===== src/rtl/branch_resolve_ctrl.sv =====
// Branch resolution sequencer: registers a branch request, drives the shared comparator,
// returns taken/target/trap flags over a valid/ready handshake and keeps saturating statistics.
module branch_resolve_ctrl #(
  parameter int XLEN  = 32,
  parameter int CNT_W = 16
) (
  input  logic             CLK,
  input  logic             RST,
  input  logic             FLUSH,
  input  logic             REQ_VALID,
  output logic             REQ_READY,
  input  logic [2:0]       FUNC3,
  input  logic [XLEN-1:0]  RS1,
  input  logic [XLEN-1:0]  RS2,
  input  logic [XLEN-1:0]  PC,
  input  logic [XLEN-1:0]  IMM_B,
  output logic [XLEN-1:0]  CMP_A,
  output logic [XLEN-1:0]  CMP_B,
  input  logic             CMP_EQ,
  input  logic             CMP_LT,
  input  logic             CMP_LTU,
  output logic             RES_VALID,
  input  logic             RES_READY,
  output logic             TAKEN,
  output logic [XLEN-1:0]  TARGET,
  output logic             ILLEGAL,
  output logic             MISALIGN,
  output logic [CNT_W-1:0] BR_COUNT,
  output logic [CNT_W-1:0] TAKEN_COUNT
);

  typedef enum logic [1:0] {IDLE, EVAL, DONE} state_t;

  localparam logic [XLEN-1:0]  FOUR    = XLEN'(4);
  localparam logic [CNT_W-1:0] CNT_ONE = CNT_W'(1);

  state_t          state, state_nxt;
  logic [2:0]      f3_q;
  logic [XLEN-1:0] rs1_q, rs2_q, pc_q, imm_q;
  logic            accept, retire;
  logic            taken_nxt, illegal_nxt;
  logic [XLEN-1:0] target_nxt;

  // Comparator sees only the captured operands, so the request bus is free after the handshake.
  assign CMP_A  = rs1_q;
  assign CMP_B  = rs2_q;

  assign accept = REQ_VALID && REQ_READY && !FLUSH;
  assign retire = (state == DONE) && RES_READY && !FLUSH;

  always_comb begin
    state_nxt = state;
    if (FLUSH) state_nxt = IDLE;
    else begin
      case (state)
        IDLE:    if (accept) state_nxt = EVAL;
        EVAL:    state_nxt = DONE;
        DONE:    if (retire) state_nxt = IDLE;
        default: state_nxt = IDLE;
      endcase
    end
  end

  always_ff @(posedge CLK or posedge RST) begin
    if (RST) begin
      state     <= IDLE;
      REQ_READY <= 1'b0;
      RES_VALID <= 1'b0;
    end else begin
      state     <= state_nxt;
      REQ_READY <= (state_nxt == IDLE);
      RES_VALID <= (state_nxt == DONE);
    end
  end

  always_comb begin
    taken_nxt   = 1'b0;
    illegal_nxt = 1'b0;
    case (f3_q)
      3'b000:  taken_nxt = CMP_EQ;
      3'b001:  taken_nxt = !CMP_EQ;
      3'b100:  taken_nxt = CMP_LT;
      3'b101:  taken_nxt = !CMP_LT;
      3'b110:  taken_nxt = CMP_LTU;
      3'b111:  taken_nxt = !CMP_LTU;
      default: illegal_nxt = 1'b1;
    endcase
    target_nxt = taken_nxt ? (pc_q + imm_q) : (pc_q + FOUR);
  end

  always_ff @(posedge CLK or posedge RST) begin
    if (RST) begin
      f3_q        <= '0;
      rs1_q       <= '0;
      rs2_q       <= '0;
      pc_q        <= '0;
      imm_q       <= '0;
      TAKEN       <= 1'b0;
      TARGET      <= '0;
      ILLEGAL     <= 1'b0;
      MISALIGN    <= 1'b0;
      BR_COUNT    <= '0;
      TAKEN_COUNT <= '0;
    end else begin
      if (accept) begin
        f3_q  <= FUNC3;
        rs1_q <= RS1;
        rs2_q <= RS2;
        pc_q  <= PC;
        imm_q <= IMM_B;
      end
      if (state == EVAL && !FLUSH) begin
        TAKEN    <= taken_nxt;
        TARGET   <= target_nxt;
        ILLEGAL  <= illegal_nxt;
        MISALIGN <= taken_nxt && (target_nxt[1:0] != 2'b00);
      end
      // Statistics saturate at all-ones rather than wrapping.
      if (retire) begin
        if (!ILLEGAL && BR_COUNT != '1)  BR_COUNT    <= BR_COUNT + CNT_ONE;
        if (TAKEN && TAKEN_COUNT != '1)  TAKEN_COUNT <= TAKEN_COUNT + CNT_ONE;
      end
    end
  end

endmodule


===== config.mk =====
export PLATFORM = sky130hd
export DESIGN_NAME = branch_resolve_ctrl
export DESIGN_NICKNAME = d
export VERILOG_FILES = /design/src/rtl/branch_resolve_ctrl.sv
export SDC_FILE = /design/constraint.sdc
export NUM_CORES = 1
export LEC_CHECK = 0
export CORE_ASPECT_RATIO = 1.2
export CORE_MARGIN = 4
export CORE_UTILIZATION = 35
export DETAILED_ROUTE_END_ITERATION = 8
export PLACE_DENSITY = 0.63
export SLEW_MARGIN = 20
export SYNTH_ARGS = -nofsm -noshare
export SYNTH_HDL_FRONTEND = slang
export SYNTH_SLANG_ARGS = --single-unit

===== constraint.sdc =====
create_clock -name CLK -period 9.6 [get_ports CLK]
set_input_delay 1.92 -clock CLK [delete_from_list [all_inputs] [get_ports CLK]]
set_output_delay 1.92 -clock CLK [all_outputs]
set_load 0.03 [all_outputs]

# --- Word-level counts from Yosys, hierarchy flattened ---
# Index checks and enable logic that the tools add are counted.
op_classes:
  addsub: 4
  eq_ne: 10
  n_reduce_logical: 20
  muxes: 7
ops:
  columns: ["op", "n"]
  rows:
  - ["$add 16x1->16 const B", 2]
  - ["$add 32x3->32 const B", 1]
  - ["$add 32x32->32", 1]
  - ["$mux 32", 1]
  - ["$ne 16x16->1 const B", 2]
  - ["$eq 3x3->1 const B", 4]
  - ["$logic_and 1x1->1", 8]
  - ["$mux 2", 3]
  - ["$pmux 1 s6", 1]
  - ["$pmux 2 s3", 1]
  - ["$reduce_or 6->1", 1]
  - ["$logic_not 1->1", 5]
  - ["$eq 2x2->1 const B", 2]
  - ["$logic_not 2->1", 2]
  - ["$reduce_and 2->1", 2]
  - ["$eq 3x1->1 const B", 1]
  - ["$logic_not 3->1", 1]
  - ["$eq 2x1->1 const B", 1]
  - ["$reduce_bool 2->1", 1]
  - ["$mux 1", 1]
word_totals:
  word_cells: 55
  register_bits: 202
  inputBits: 139
  out_inout_bits: 133

# --- Longest topological paths before layout ---
logic_depth:
  ltp_word: 7
  ltp_mapped: 11
  mapped_depth_nobuf: 11

# --- Worst setup path before layout ---
# OpenSTA, ideal clock, no wires.
synth_path:
  path_kind: "input to register"
  startpoint: "in CMP_LT"
  endpoint: "reg TARGET[31]"
  required_time_ns: 9.469
  setup_time_ns: 0.131
  t_arrival_ns: 3.292
  slack_ns: 6.176
  path_stages: 8
  path_buffers: 0
  path_cell_list: "mux2i_1 xor2_1 o21ai_1 nand2_1 nor2_1 a22oi_1 o21ai_0 or3_1"
synth_between:
  elab_chain_cells: 3
synth_rtl:
  columns: ["element", "line_no", "source"]
  rows:
  - ["start, declared", "20", "input logic CMP_LT,"]
  - ["$logic_not 1->1", "83", "3'b101: taken_nxt = !CMP_LT;"]
  - ["$pmux 1 s6 *", "79", "case (f3_q)"]
  - ["$mux 32 *", "88", "target_nxt = taken_nxt ? (pc_q + imm_q) : (pc_q + FOUR);"]
  - ["end signal, assigned", "114", "TARGET <= target_nxt;"]
  - ["end, declared", "25", "output logic [XLEN-1:0] TARGET,"]
# Every way passes the cells marked *; elsewhere a longest branch is shown, timed or not.
# A chain may end at the register's enable or synchronous reset.

# --- Final worst setup path ---
layout_path:
  startpoint: "in CMP_EQ"
  endpoint: "reg TARGET[31]"
layout_between:
  elab_chain_cells: 3
layout_rtl:
  columns: ["element", "line_no", "source"]
  rows:
  - ["start, declared", "19", "input logic CMP_EQ,"]
  - ["$logic_not 1->1", "81", "3'b001: taken_nxt = !CMP_EQ;"]
  - ["$pmux 1 s6 *", "79", null]
  - ["$mux 32 *", "88", null]
# Marks and branches as above.

==> impl_metrics.toml <==
[worst_setup_path]
cp_data_arrival_time_ps = 4290
cp-end-kind = "flop"
reg2reg_slack_ps = 6420
critPathKind = "in -> reg"
timing.rr.end = "TARGET[31]"
crit_path_start_kind = "input port"
rr_startpoint = "pc_q[8]"
worstPathMaxFanout = 36
crit_path_end = "TARGET[31]"
cp-startpoint = "CMP_EQ"
reg2reg_depth = 9
crit_required_ps = 10000

[sta]
fin_hold_ws_ps = 469.7
fin_tns_setup_ps = 0
maxSlewViolCount = 0
skew_ps = 6.333
rsz0062_at_grt = "no"
period_share_pct = 40.53
setup_viol = 0
post-route-min-period_ps = 3891
slew_headroom_pct = 27.92
finalHoldViolCount = 0
timing.fmax_mhz = 257.0
worst_pin_slew_ps = 1071

[synthesis]
netlist.top_cell.by_area = "dfrtp_1"
synth-edff-count = 0
synth_top_cells_by_area = "dfrtp_1 50%, mux2_2 15%, xnor2_1 4.4%"
synth_top_family_by_area = "multiplexers"
syn-cell-area_mm2 = 0.01017
synth_cell_types = 55
synth_top_area_share_pct = 49.68
synth-xor-area-share_pct = 6.972
synthCells = 907
synth-adder-area-share_pct = 4.378
syn_nets = 1081
synth-simple-area-share_pct = 11.12
ys.flop_type = "dfrtp_1"
ys_seq_elements = 202
ys_warn_count = 0
synthMuxAreaShare_pct = 15.11
yosysSeqAreaShare_pct = 49.68
async_flop_share_pct = 100.0
synth_compound_area_share_pct = 10.75
synth.avg_cell_area_um2 = 11.22

[final_layout]
n_fill_cell = 2702
seqCellArea_mm2 = 0.005055
stdcell_count = 1583
area_growth_pct = 38.49
post-route-cell-area_mm2 = 0.01409
drive_gt1_share_pct = 16.29
multiInputGateArea_mm2 = 0.004921
final_nets = 1354
layout_commonest_cell = "clkdlybuf4s50_1"
mostFrequentLayoutCells = "271 x clkdlybuf4s50_1, 202 x dfrtp_1, 133 x mux2_2"

[power_and_ir_drop]
power.density_mw_per_mm2 = 257.9
ir_worst_vdd_v = 0.0001758
p_leak_nw = 5.923

[die]
pin_count = 272
initial_core_util_pct = 35.38
core_mm2 = 0.02876
die-area_mm2 = 0.03187
num_rows = 68
fp.dieH_um = 194.8
die_w_um = 163.6

[clocking]
cts_buffer_depth = 3
htreeDepth = 1
post_cts_buffers = 0
root_buffer = "clkbuf_16"
clk_latency_ps = 520
cts_resized = 0
path_clk_slew_ps = 60
hold_buffers = 0
clock-sinks = 202
cts_tree = "yes"
cts-buffers-inserted = 24

[worst_hold_path]
hold_class = "reg -> reg"

[job]
cap_violations = 0

[placed_design]
dp.cells = 1539
place.port_buffers = 271
dpl_cell_area_mm2 = 0.01331
hpwlAfterDp_mm = 20.60
gp_routability_congestion = 0.8761

[detailed_routing]
ant_nets = 0
routedWlPerCell_um = 17.56
drc = 0
dr.pass1.iters = 5
viasPerCell = 5.011
drt_wl_total_mm = 27.80
drtIter0Drc = 356
vias = 7933

[global_routing]
grt_pass1_wl_mm = 44.50
antenna_found_initial = 0
grt_max_degree = 131
grt_pass1_vias = 8292
grt_overflow = 0
grtUsageTotal_pct = 17.15

[outcome]
status = "finished, final reports clean"
==> per-layer routing <==
layer | GRT usage (%) | routed length, µm | part of all wire (%)
met5 | 0 | 0 | 0
met4 | 6.029 | 970 | 3.5
met3 | 4.433 | 2038 | 7.3
met2 | 28.50 | 13380 | 48
met1 | 21.57 | 11410 | 41
==> area by class of cell <==
class / instances / share of cell area [%]
sequential: 202 / 35.87
multi-input combinational: 651 / 34.92
timing repair buffer: 277 / 19.57
clock buffer: 31 / 4.591
tap: 385 / 3.419
clock inverter: 12 / 0.9146
inverter: 24 / 0.6926
antenna: 1 / 0.01776
==> worst min path at each step <==
| stage | cells past startpoint | end | from | slack, ps |
|---|---|---|---|---|
| after CTS | 1 | state[0] | state[1] | 470 |
| after global routing | 1 | BR_COUNT[9] | BR_COUNT[9] | 510 |
| after floorplan | 1 | state[0] | state[1] | 440 |
| final | 1 | state[0] | state[1] | 470 |
| after global placement | 1 | state[0] | state[1] | 460 |
| after detailed placement | 1 | state[0] | state[1] | 470 |
==> cells by family (layout without fill, tap and decap cells) <==
logic type / Yosys count / after routing
fa+ha+maj: 35 / 35
mux: 137 / 137
flops: 202 / 202
compound gates: 171 / 171
xor+xnor: 81 / 81
other cells: 0 / 1
simple gates: 227 / 227
buf+inv: 54 / 344
==> critical path, cell delays in order <==
cell and delay [ps]:
clkdlybuf4s50_1 410, mux2i_1 170, xor2_1 250, o21ai_2 70
buf_4 250, nand2_1 440, nor2_1 130, a22oi_1 160
o21ai_0 100, or3_1 370
==> flip-flops by register name (all words and copies together), names as in the netlist <==
| signal | count |
|---|---|
| state | 2 |
| f3_q | 3 |
| TAKEN | 1 |
| ILLEGAL | 1 |
| REQ_READY | 1 |
| TARGET | 32 |
| pc_q | 32 |
| CMP_A | 32 |
| BR_COUNT | 16 |
| imm_q | 32 |
| MISALIGN | 1 |
| TAKEN_COUNT | 16 |
| RES_VALID | 1 |
| CMP_B | 32 |
==> per-stage QoR <==
step | power, mW | util [%] | setup slack, ps
after global placement | 2.739 | 46.29 | 5229
after CTS | 3.680 | 48.99 | 5740
final | 3.634 | 49.00 | 5709
after global routing | 3.860 | 48.99 | 5590
after detailed placement | 2.756 | 46.29 | 5197
after floorplan | 2.171 | - | 2169
==> power breakdown <==
group / switching, mW / internal (mW)
clock: 0.365 / 0.530
sequential: 0.170 / 1.05
combinational: 0.841 / 0.674
==> cell usage after synthesis, types with 2 or more instances <==
master / number
a311oi_1: 4
a21oi_1: 46
and4_1: 4
nand2_1: 58
o31ai_1: 4
nand4_1: 16
a21oi_2: 3
nor3_1: 14
o22ai_1: 3
o21a_1: 4
o211ai_1: 3
a21o_1: 9
nand3_1: 32
xnor2_1: 51
dfrtp_1: 202
clkbuf_1: 25
nor2_1: 42
mux2_2: 133
ha_1: 34
a22oi_1: 4
a22o_1: 2
inv_1: 24
and2_1: 3
nand2b_1: 8
or2_2: 2
o21ai_0: 50
xor2_1: 30
buf_1: 5
a31oi_1: 10
o21bai_1: 7
o31a_1: 2
a31o_2: 5
or3_1: 4
nor4_1: 5
nand3b_1: 2
a221oi_1: 2
and3_1: 30
nor2b_1: 5
mux2i_1: 4
Note: power is estimated with default switching activity, not from simulation.
